File: config.mk
export PLATFORM = sky130hd
export DESIGN_NAME = pipelined_addsub_flat
export DESIGN_NICKNAME = d
export VERILOG_FILES = /design/src/rtl/pipelined_addsub_pkg.sv /design/src/rtl/pipelined_addsub_if.sv /design/src/rtl/pipelined_addsub_adder_segment.sv /design/src/rtl/pipelined_addsub.sv /design/src/flat_wrapper.sv
export SDC_FILE = /design/constraint.sdc
export NUM_CORES = 1
export LEC_CHECK = 0
export ABC_AREA = 1
export CORE_AREA = 2 2 180 182
export CTS_CLUSTER_DIAMETER = 200
export DETAILED_ROUTE_END_ITERATION = 7
export DIE_AREA = 0 0 182 184
export PLACE_DENSITY = 0.68
export SETUP_SLACK_MARGIN = 0.5
export SLEW_MARGIN = 20
export SYNTH_ARGS = -nofsm -noshare
export SYNTH_HDL_FRONTEND = slang
export SYNTH_SLANG_ARGS = --single-unit
File: constraint.sdc
create_clock -name clk -period 15.1 [get_ports clk]
set_clock_uncertainty 0.2 [all_clocks]
set_input_delay 2.265 -clock clk [delete_from_list [all_inputs] [get_ports clk]]
set_output_delay 2.265 -clock clk [all_outputs]
set_load 0.1 [all_outputs]
File: src/rtl/pipelined_addsub_pkg.sv
// Shared constants and types for the segmented pipelined adder/subtractor.
// Operation encoding, default geometry and the pipeline-depth helper.
package pipelined_addsub_pkg;

    typedef enum logic {
        OP_ADD = 1'b0,
        OP_SUB = 1'b1
    } op_e;

    localparam int DEFAULT_WIDTH = 48;
    localparam int DEFAULT_SEG   = 12;

    // Guarded so an illegal SEG still elaborates far enough to report the error.
    function automatic int nseg(input int width, input int seg);
        return (seg > 0) ? width / seg : 1;
    endfunction

endpackage

File: src/rtl/pipelined_addsub_if.sv
// Operand/result bundle of the pipelined adder/subtractor.
// No backpressure: the master presents ops, the slave returns registered results.
interface pipelined_addsub_if
    import pipelined_addsub_pkg::*;
#(
    parameter int WIDTH = DEFAULT_WIDTH
) ();

    logic             in_valid;
    logic             op;
    logic             cin;
    logic [WIDTH-1:0] x;
    logic [WIDTH-1:0] y;

    logic             out_valid;
    logic [WIDTH-1:0] s;
    logic             c_out;
    logic             ovf;

    modport master (
        output in_valid, op, cin, x, y,
        input  out_valid, s, c_out, ovf
    );

    modport slave (
        input  in_valid, op, cin, x, y,
        output out_valid, s, c_out, ovf
    );

endinterface

File: src/rtl/pipelined_addsub_adder_segment.sv
// Combinational SEG-bit ripple adder slice; zero latency, no flow control.
// Exposes the carry into its MSB so the top slice can form signed overflow.
module adder_segment
    import pipelined_addsub_pkg::*;
#(
    parameter int SEG = DEFAULT_SEG
) (
    input  logic [SEG-1:0] a_i,
    input  logic [SEG-1:0] b_i,
    input  logic           c_i,
    output logic [SEG-1:0] s_o,
    output logic           c_o,
    output logic           c_msb_o
);

    logic carry;

    always_comb begin
        s_o     = '0;
        c_msb_o = 1'b0;
        carry   = c_i;
        for (int i = 0; i < SEG; i++) begin
            if (i == SEG - 1) begin
                c_msb_o = carry;
            end
            s_o[i] = a_i[i] ^ b_i[i] ^ carry;
            carry  = (a_i[i] & b_i[i]) | (a_i[i] & carry) | (b_i[i] & carry);
        end
        c_o = carry;
    end

endmodule

File: src/rtl/pipelined_addsub.sv
// Pipelined add/sub with one register stage per SEG-bit carry segment; latency NSEG+1 enabled cycles.
// No backpressure: one op per enabled cycle, ce=0 freezes the whole pipe in place.
module pipelined_addsub
    import pipelined_addsub_pkg::*;
#(
    parameter int WIDTH = DEFAULT_WIDTH,
    parameter int SEG   = DEFAULT_SEG
) (
    input  logic               clk,
    input  logic               rst,
    input  logic               ce,
    pipelined_addsub_if.slave  bus
);

    localparam int NSEG = nseg(WIDTH, SEG);

    if (SEG < 1 || SEG > WIDTH || (WIDTH % ((SEG > 0) ? SEG : 1)) != 0) begin : g_bad_param
        $error("pipelined_addsub: WIDTH (%0d) must be a non-zero multiple of SEG (%0d)", WIDTH, SEG);
    end

    // Stage k holds the operands still to be summed (upper slices) and the
    // result slices already produced (lower slices), plus the carry between them.
    logic [WIDTH-1:0] xa_q [0:NSEG-1];
    logic [WIDTH-1:0] ya_q [0:NSEG-1];
    logic [WIDTH-1:0] sa_q [1:NSEG];
    logic [WIDTH-1:0] sa_d [1:NSEG];
    logic [NSEG:0]    cy_q;
    logic [NSEG:0]    vl_q;
    logic             ovf_q;

    logic [SEG-1:0]   seg_s  [0:NSEG-1];
    logic [NSEG-1:0]  seg_co;
    logic [NSEG-1:0]  seg_cm;

    logic             is_sub;

    assign is_sub = (bus.op == OP_SUB);

    for (genvar k = 0; k < NSEG; k++) begin : g_seg
        adder_segment #(
            .SEG (SEG)
        ) u_seg (
            .a_i     (xa_q[k][k*SEG +: SEG]),
            .b_i     (ya_q[k][k*SEG +: SEG]),
            .c_i     (cy_q[k]),
            .s_o     (seg_s[k]),
            .c_o     (seg_co[k]),
            .c_msb_o (seg_cm[k])
        );
    end

    always_comb begin
        for (int i = 1; i <= NSEG; i++) begin
            sa_d[i] = (i > 1) ? sa_q[(i > 1) ? i - 1 : 1] : '0;
            sa_d[i][(i-1)*SEG +: SEG] = seg_s[i-1];
        end
    end

    always_ff @(posedge clk or posedge rst) begin
        if (rst) begin
            for (int i = 0; i < NSEG; i++) begin
                xa_q[i] <= '0;
                ya_q[i] <= '0;
            end
            for (int i = 1; i <= NSEG; i++) begin
                sa_q[i] <= '0;
            end
            cy_q  <= '0;
            vl_q  <= '0;
            ovf_q <= 1'b0;
        end else if (ce) begin
            // Subtract folds into add: invert y and the borrow at capture time.
            xa_q[0] <= bus.x;
            ya_q[0] <= bus.y ^ {WIDTH{is_sub}};
            cy_q[0] <= bus.cin ^ is_sub;
            vl_q[0] <= bus.in_valid;
            for (int i = 1; i < NSEG; i++) begin
                xa_q[i] <= xa_q[i-1];
                ya_q[i] <= ya_q[i-1];
            end
            for (int i = 1; i <= NSEG; i++) begin
                sa_q[i]  <= sa_d[i];
                cy_q[i]  <= seg_co[i-1];
                vl_q[i]  <= vl_q[i-1];
            end
            ovf_q <= seg_co[NSEG-1] ^ seg_cm[NSEG-1];
        end
    end

    assign bus.out_valid = vl_q[NSEG];
    assign bus.s         = sa_q[NSEG];
    assign bus.c_out     = cy_q[NSEG];
    assign bus.ovf       = ovf_q;

endmodule

File: src/flat_wrapper.sv
// flat-port wrapper written by rule: the top's interface ports become plain ports
module pipelined_addsub_flat import pipelined_addsub_pkg::*;
#(
    parameter int WIDTH = DEFAULT_WIDTH,
    parameter int SEG   = DEFAULT_SEG
)
  (clk, rst, ce, bus_in_valid, bus_op, bus_cin, bus_x, bus_y, bus_out_valid, bus_s, bus_c_out, bus_ovf);
  pipelined_addsub_if #(.WIDTH(WIDTH)) bus_i ();
  input  logic clk;
  input  logic rst;
  input  logic ce;
  input wire logic [$bits(bus_i.in_valid)-1:0] bus_in_valid;
  input wire logic [$bits(bus_i.op)-1:0] bus_op;
  input wire logic [$bits(bus_i.cin)-1:0] bus_cin;
  input wire logic [$bits(bus_i.x)-1:0] bus_x;
  input wire logic [$bits(bus_i.y)-1:0] bus_y;
  output wire logic [$bits(bus_i.out_valid)-1:0] bus_out_valid;
  output wire logic [$bits(bus_i.s)-1:0] bus_s;
  output wire logic [$bits(bus_i.c_out)-1:0] bus_c_out;
  output wire logic [$bits(bus_i.ovf)-1:0] bus_ovf;
  assign bus_i.in_valid = bus_in_valid;
  assign bus_i.op = bus_op;
  assign bus_i.cin = bus_cin;
  assign bus_i.x = bus_x;
  assign bus_i.y = bus_y;
  assign bus_out_valid = bus_i.out_valid;
  assign bus_s = bus_i.s;
  assign bus_c_out = bus_i.c_out;
  assign bus_ovf = bus_i.ovf;
  pipelined_addsub #(.WIDTH(WIDTH), .SEG(SEG)) u_core (.clk(clk), .rst(rst), .ce(ce), .bus(bus_i));
endmodule
== Word level (Yosys, flattened, before mapping) ==
Cells that the tools add are included.
Word-level totals
  flip-flop bits (word level): 515
  bits in latches: 0
  memory bits (writable): 0
  bits in read-only memories: 0
  bits of input ports: 102
  output and inout port bits: 51
  word-level logic and storage cells: 354
  memories: 0
Cells by class
  add/sub/neg operators: 0
  $mul: 0
  divide/modulo/power cells: 0
  $lt $le $gt $ge: 0
  eq/ne operators: 0
  shifts and indexed selects: 0
  mux-type cells: 0
  bitwise gates (word level): 339
  reduce and logical (&&, ||, !) cells: 0
Operator list (count)
  $and 1x1->1: 144
  $xor 1x1->1: 98
  $or 1x1->1: 96
  $xor 48x48->48: 1

== Depth between registers and ports, before layout ==
Gate-level depths: netlist of run 1.
  depth after elaboration: 37
  mapped depth: 19
  depth with buffers taken out: 19

== Hierarchy ==
Synthesis of run 1 repeated with hierarchy kept, for this count alone.
Unflattened totals
  cells, all modules: 1741
  area, all modules: 15940.3 um^2
Modules (own cells, without submodules)
  pipelined_addsub: times used 1, cells each 1653, area an instance 14829.2 um^2, seq. area each 9283.9 um^2
  adder_segment: times used 4, cells each 22, area an instance 277.8 um^2, seq. area each 0.0 um^2

== Least setup slack after synthesis of run 1 ==
Ideal clock, no wire load.
  path type: register to register
  from: reg u_core.xa_q[36] in the netlist's numbering
  to: reg u_core.sa_q (netlist bit u_core.bus.s[47])
  library setup time: 0.083 ns
  arrival: 5.749 ns
  required time: 14.817 ns
  slack: 9.068 ns
  stages on the path, launching flop included: 17
  path buffers: 0
  clock period less this slack: 6.032 ns
  cell sequence: dfrtp_1 inv_1 fa_1 inv_1 fa_1 fa_1 fa_1 fa_1 fa_1 fa_1 fa_1 fa_1 fa_1 fa_1 inv_1 fa_1 o21ai_0
Between the ends
  cells in the longest elaborated chain, start to end: 34
  elaborated cells on any way between the ends: 45
  classes of those cells: bitwise: 45
RTL lines
  start: declaration: RTL line pipelined_addsub.sv:23  | logic [WIDTH-1:0] xa_q [0:NSEG-1];
  start signal: indexed assignment: RTL line pipelined_addsub.sv:78  | xa_q[i] <= xa_q[i-1];
  $and 1x1->1: RTL line pipelined_addsub_adder_segment.sv:27  | carry = (a_i[i] & b_i[i]) | (a_i[i] & carry) | (b_i[i] & carry);
  $or 1x1->1 * (2 in a row): RTL line pipelined_addsub_adder_segment.sv:27
  $and 1x1->1: RTL line pipelined_addsub_adder_segment.sv:27
  $or 1x1->1: RTL line pipelined_addsub_adder_segment.sv:27
  $or 1x1->1 *: RTL line pipelined_addsub_adder_segment.sv:27
  $and 1x1->1: RTL line pipelined_addsub_adder_segment.sv:27
  $or 1x1->1: RTL line pipelined_addsub_adder_segment.sv:27
  $or 1x1->1 *: RTL line pipelined_addsub_adder_segment.sv:27
  [17 not listed]
  $or 1x1->1 *: RTL line pipelined_addsub_adder_segment.sv:27
  $and 1x1->1: RTL line pipelined_addsub_adder_segment.sv:27
  $or 1x1->1: RTL line pipelined_addsub_adder_segment.sv:27
  $or 1x1->1 *: RTL line pipelined_addsub_adder_segment.sv:27
  $and 1x1->1: RTL line pipelined_addsub_adder_segment.sv:27
  $or 1x1->1: RTL line pipelined_addsub_adder_segment.sv:27
  $or 1x1->1 *: RTL line pipelined_addsub_adder_segment.sv:27
  $xor 1x1->1 *: RTL line pipelined_addsub_adder_segment.sv:26  | s_o[i] = a_i[i] ^ b_i[i] ^ carry;
  end signal: indexed assignment: RTL line pipelined_addsub.sv:82  | sa_q[i] <= sa_d[i];
  end: declaration: RTL line pipelined_addsub.sv:25  | logic [WIDTH-1:0] sa_q [1:NSEG];
Every way passes the cells marked *; elsewhere a longest branch is shown, timed or not.
A chain may end at the register's enable or synchronous reset.

== Worst setup path after layout of run 1 ==
Ends and elaborated chain as after synthesis.

==> summary.md, run 1 <==
| Metric | Value |
|---|---|
| Outcome | `completed` |
| Total of max-cap violations | `0` |
| Routed WL | `29.9 mm` |
| Final hold violations | `0` |
| Die Height | `184 µm` |
| Type of origin of the critical path | `register` |
| # clock sinks | `371` |
| CTS tree | `yes` |
| Initial Util | `49.7%` |
| #FFs+latches synth | `371` |
| CP max-delay cell | `fa_1` |
| Worst Setup SP | `u_core.xa_q[36]` |
| Number of global-route vias before repair | `10138` |
| Cts repair resizes | `0` |
| Sum Neg Setup Slack | `0 ns` |
| Final Util | `58.8%` |
| Critical path type | `register to register` |
| Max VDD drop | `0.0000687 V` |
| Reg2reg setup slack | `8.83 ns` |
| CP Capture Type | `register` |
| Critical path fanouts, max | `2` |
| Post-Syn Nets | `1868` |
| Critical Path AT | `6.49 ns` |
| Crit path top cell by count | `fa_1` |
| Total gr overflow | `0` |
| Routability cong. | `0.765` |
| RSZ-0062 raised after global routing | `false` |
| Largest net degree at the start of global routing | `144` |
| Hold buffer count at CTS | `0` |
| WP data required | `15.32 ns` |
| Clock root cell | `clkbuf_16` |
| CTS buffer count | `39` |
| Worst Path Buf+Inv | `3` |
| Gr usage total | `18.4%` |
| Nets | `1978` |
| Die width | `182 µm` |
| First-pass GRT wire length | `50.4 mm` |
| Hold WC Path Type | `register to register` |
| Average size of a mapped cell | `9.07 µm²` |
| Antenna cell count | `0` |
| Critical path's top delay family | `adder cells` |
| Hold Crit Start | `u_core.xa_q[120]` |
| Achievable Freq | `160 MHz` |
| Pwr dens | `157 nW/µm²` |
| Slew HR | `27.2%` |
| Final period util | `41.5%` |
| Worst R2R Start | `u_core.xa_q[36]` |
| Setup Buffers After CTS | `0` |
| Latest clock arrival within the worst-skew pair | `0.51 ns` |
| Starting DRT DRC Count | `699` |
| Row Count | `65` |
| Layout cells sized above 1 | `3.94%` |
| # DRC | `0` |
| Crit-path max cell delay | `0.50 ns` |
| Post-DR wirelength/cell | `13.3 µm` |
| Register area share after synthesis | `59.6%` |
| ANT nets after route | `0` |
| Die area | `33500 µm²` |
| Top-Level Pins | `153` |
| Mapped Area | `15600 µm²` |
| Final setup vio count | `0` |
| Htree depth | `2` |
| Core area | `31400 µm²` |
| Final max-slew violation count | `0` |
| Port-buffer cells | `152` |
| Tmin final | `6.27 ns` |
| Clock buffer depth | `3` |
| Tightest Pin Transition | `1.09 ns` |
| Vias | `10578` |
| Pre-antenna DRT Iters | `5` |
| DP Wirelength | `18.8 mm` |
| Synth cell types | `13` |
| YS warnings | `0` |
| Drt via density | `4.69` |
| Area Growth Syn to Fin | `18.5%` |
| Clock-pin slew on the worst setup and hold paths | `0.06 ns` |
| Cell chain of the critical path | `inv_1 > fa_1 > inv_1 > fa_1 > fa_1 > fa_1 > fa_1 > fa_1 > fa_1 > fa_1 > fa_1 > fa_1 > fa_1 > inv_1 > fa_1 > o21ai_0` |
| Synth Instances | `1718` |
| Initial antenna violation count | `0` |
| Static Leak | `0.00950 µW` |
## cells in the final DEF (no fill, tap or decap)
master | netlist | routed
clkbuf_8 | 0 | 7
clkbuf_16 | 0 | 39
dfrtp_1 | 371 | 371
inv_2 | 1 | 1
fa_1 | 48 | 48
clkinv_4 | 0 | 1
clkbuf_1 | 16 | 8
clkinv_2 | 0 | 3
buf_2 | 41 | 1
nand3_1 | 50 | 50
inv_6 | 0 | 1
inv_1 | 141 | 139
buf_4 | 20 | 7
nand2_1 | 867 | 867
buf_6 | 12 | 2
inv_8 | 0 | 2
o21ai_0 | 138 | 138
clkdlybuf4s50_1 | 0 | 150
bufinv_16 | 0 | 6
buf_8 | 0 | 1
o21ai_1 | 10 | 10
clkinvlp_4 | 0 | 2
## Yosys cell counts
library cell / number / area share, %
buf_4: 20 / 0.96
inv_2: 1 / 0.024
buf_6: 12 / 0.87
o21ai_0: 138 / 4.4
nand3_1: 50 / 1.6
o21ai_1: 10 / 0.32
inv_1: 141 / 3.4
clkbuf_2: 3 / 0.096
dfrtp_1: 371 / 60
clkbuf_1: 16 / 0.39
buf_2: 41 / 1.3
fa_1: 48 / 6.2
nand2_1: 867 / 21
## metal layers
| layer | global-route usage (%) | up-vias | part of all wire (%) |
|---|---|---|---|
| met5 | 0 | - | 0 |
| li1 | - | 5411 | - |
| met3 | 3.23 | 36 | 4.6 |
| met2 | 27.5 | 195 | 44 |
| met4 | 4.58 | 0 | 1.5 |
| met1 | 28.0 | 4936 | 50 |
## path summary, 6_finish.rpt
kind	to	depth (start not counted)
hold / removal	u_core.xa_q[120]	2
min in group asynchronous	u_core.sa_d[48]	2
hold reg to reg	u_core.xa_q[120]	2
setup reg to reg	u_core.bus.s[47]	16
setup / recovery	u_core.bus.s[47]	16
max in group asynchronous	u_core.xa_q[174]	4
## worst register-to-register path, delay by kind of cell, from the launching register on
| family | cells | cell delay, ns |
|---|---|---|
| adders and majority gates | 12 | 5.20 |
| buffers and inverters | 3 | 0.27 |
| DFF | 1 | 0.36 |
| AOI/OAI and AO/OA | 1 | 0.15 |
## through the flow
step	instance area (µm²)	total power [µW]	std cells	hold slack, ns	worst slack (ns)
after global placement	17100	1920	2189	0.253	8.85
final	18500	2900	2256	0.267	8.83
after global routing	18500	3050	2256	0.284	8.56
after detailed placement	17100	1940	2189	0.257	8.79
after floorplan	15600	1750	1718	0.242	2.33
after CTS	18500	2940	2256	0.270	8.76
## state kept, by name, indices dropped and copies added, names as in the netlist
| signal | count |
|---|---|
| u_core.sa_d | 72 |
| u_core.cy_q | 5 |
| u_core.bus.s | 48 |
| u_core.ya_q | 120 |
| u_core.xa_q | 120 |
| u_core.bus.ovf | 1 |
| u_core.vl_q | 5 |
## area by class of cell
| class | count | area (µm²) |
|---|---|---|
| inverters | 142 | 548 |
| fillers | 2733 | 12900 |
| clock inverters | 13 | 228 |
| repair buffers | 161 | 1600 |
| well taps | 402 | 503 |
| clock buffers | 54 | 1100 |
| multi-input cells | 1113 | 5210 |
| flip-flops and latches | 371 | 9280 |
## where the power goes
| group | leakage (µW) | switching (µW) | internal [µW] |
|---|---|---|---|
| clock | 0.000646 | 373 | 612 |
| sequential | 0.00462 | 86.4 | 1160 |
| combinational | 0.00423 | 483 | 188 |
## logic make-up (layout without fill, tap and decap cells)
family                   count (synthesis)  count (layout)  share of synthesized area (%)
AND/OR/NAND/NOR                        917             917                           22.5
AO/OA/AOI/OAI                          148             148                           4.75
flip-flops                             371             371                           59.6
buffers and inverters                  234             370                           7.05
adder cells (fa/ha/maj)                 48              48                           6.16
Note: power is estimated with default switching activity, not from simulation.
==> run 2: changes to the inputs <==
Clock period 15.1 ns to 6.4 ns, I/O delays scaled along.
==> summary.md, run 2 (synthesized netlist as in run 1, its figures left out) <==
| Metric | Value |
|---|---|
| Outcome | `completed` |
| Hold buffer count at CTS | `0` |
| CTS tree | `yes` |
| Routability cong. | `0.767` |
| Type of origin of the critical path | `register` |
| Die Height | `184 µm` |
| Critical path type | `register to register` |
| Post-route cell area | `18600 µm²` |
| Clock buffer depth | `3` |
| Starting DRT DRC Count | `702` |
| Clock-pin slew on the worst setup and hold paths | `0.06 ns` |
| Die area | `33500 µm²` |
| CP Capture Type | `register` |
| Crit path top cell by count | `fa_2` |
| Latest clock arrival within the worst-skew pair | `0.52 ns` |
| Tmin final | `5.72 ns` |
| # DRC | `0` |
| Drt via density | `4.73` |
| Final setup vio count | `0` |
| First-pass GRT wire length | `51.5 mm` |
| Crit-path max cell delay | `0.46 ns` |
| Gr usage total | `18.8%` |
| Most frequent cells in the layout | `nand2_1, dfrtp_1, clkdlybuf4s50_1` |
| Nets | `1979` |
| Initial antenna violation count | `0` |
| Routed WL | `30.3 mm` |
| Cell Area, Placed | `17200 µm²` |
| CTS buffer count | `39` |
| Final period util | `89.4%` |
| WP data required | `6.62 ns` |
| Sum Neg Setup Slack | `0 ns` |
| Layout cells sized above 1 | `5.93%` |
| Vias | `10681` |
| Critical path's top delay family | `adder cells` |
| Pwr dens | `369 nW/µm²` |
| Tightest Pin Transition | `1.10 ns` |
| Port-buffer cells | `152` |
| Achievable Freq | `175 MHz` |
| Final max-slew violation count | `0` |
| Slew HR | `26.6%` |
| Critical path fanouts, max | `2` |
| Critical Path AT | `5.94 ns` |
| ANT nets after route | `0` |
| DP Wirelength | `18.7 mm` |
| Worst Path Buf+Inv | `3` |
| Top-Level Pins | `153` |
| Cell chain of the critical path | `inv_1 > fa_1 > inv_1 > fa_1 > fa_2 > fa_2 > fa_2 > fa_1 > fa_2 > fa_2 > fa_2 > fa_2 > fa_2 > inv_2 > fa_1 > o21ai_0` |
| Antenna cell count | `0` |
| Commonest non-fill, non-tap cell in the layout | `nand2_1` |
| Row Count | `65` |
| Static Leak | `0.00947 µW` |
| Die width | `182 µm` |
| # clock sinks | `371` |
| Total gr overflow | `0` |
| Htree depth | `2` |
| Largest net degree at the start of global routing | `198` |
| Initial Util | `49.7%` |
| Total of max-cap violations | `0` |
| Post-DR wirelength/cell | `13.4 µm` |
| Hold WC Path Type | `register to register` |
| Area Growth Syn to Fin | `19.2%` |
| Final hold violations | `0` |
| Core area | `31400 µm²` |
| Pre-antenna DRT Iters | `6` |
| Number of global-route vias before repair | `10478` |
| Setup Buffers After CTS | `0` |
| CP max-delay cell | `fa_1` |
| Max VDD drop | `0.000177 V` |
| Clock root cell | `clkbuf_16` |
| RSZ-0062 raised after global routing | `true` |
[run 2: worst register-to-register path, stage by stage (launching register included)]
cell     delay [ns]
dfrtp_1        0.36
inv_1          0.09
fa_1           0.17
inv_1          0.05
fa_1           0.46
fa_2           0.42
fa_2           0.41
fa_2           0.40
fa_1           0.46
fa_2           0.41
fa_2           0.40
fa_2           0.38
fa_2           0.42
fa_2           0.41
inv_2          0.08
fa_1           0.37
o21ai_0        0.15
[run 2: path summary, 6_finish.rpt]
check,from,depth (start not counted),endpoint,slack [ns]
setup reg to reg,u_core.ya_q[36],16,u_core.bus.s[47],0.68
min in group asynchronous,rst,2,u_core.xa_q[141],0.74
setup / recovery,u_core.ya_q[36],16,u_core.bus.s[47],0.68
hold / removal,u_core.bus.s[24],2,u_core.bus.s[24],0.27
max in group asynchronous,rst,4,u_core.ya_q[162],3.82
hold reg to reg,u_core.bus.s[24],2,u_core.bus.s[24],0.27
[run 2: what timing repair did]
action | 4_1_cts | 5_1_grt
setup endpoints to repair | 7 | 6
cloned | 0 | 0
pin swaps | 1 | 0
resized for setup | 17 | 10
[run 2: through the flow]
step | utilization, % | hold slack (ns) | std cells | total power (µW) | worst slack (ns)
finish | 59.2 | 0.267 | 2258 | 6850 | 0.678
global route | 59.2 | 0.287 | 2258 | 7210 | 0.476
CTS | 59.0 | 0.272 | 2257 | 6920 | 0.488
detailed placement | 54.7 | 0.259 | 2189 | 4590 | 0.277
global placement | 54.7 | 0.254 | 2189 | 4540 | 0.320
floorplan | - | 0.242 | 1718 | 4140 | 0.260
[run 2: routing by layer]
metal  vias to the layer above  track usage [%]  share of wire (%)  routed length [µm]
met3                        36             2.95                4.7                1420
met1                      5023             28.7                 50               15100
met5                         -                0                  0                   0
met2                       215             28.3                 44               13200
met4                         0             4.74                1.6                 488
li1                       5407                -                  -                   -
[run 2: power breakdown]
group	switching (µW)	total, µW	leakage [µW]	internal, µW
logic	1140	1600	0.00420	456
registers	209	2950	0.00462	2740
clock network	876	2300	0.000653	1430
total	2230	6850	0.00947	4620
[run 2: layout make-up]
cell class,count,area (µm²)
Fill cell,2728,12800
Clock inverter,12,189
Tap cell,402,503
Timing Repair Buffer,162,1640
Clock buffer,56,1130
Multi-Input combinational cell,1113,5290
Sequential cell,371,9280
Inverter,142,544
==> run 3: changes to the inputs <==
Settings changed: ABC_CLOCK_PERIOD_IN_PS set to 6400.
==> results of run 3 <==
Final layout, timing and power as in run 2 (identical DEF).
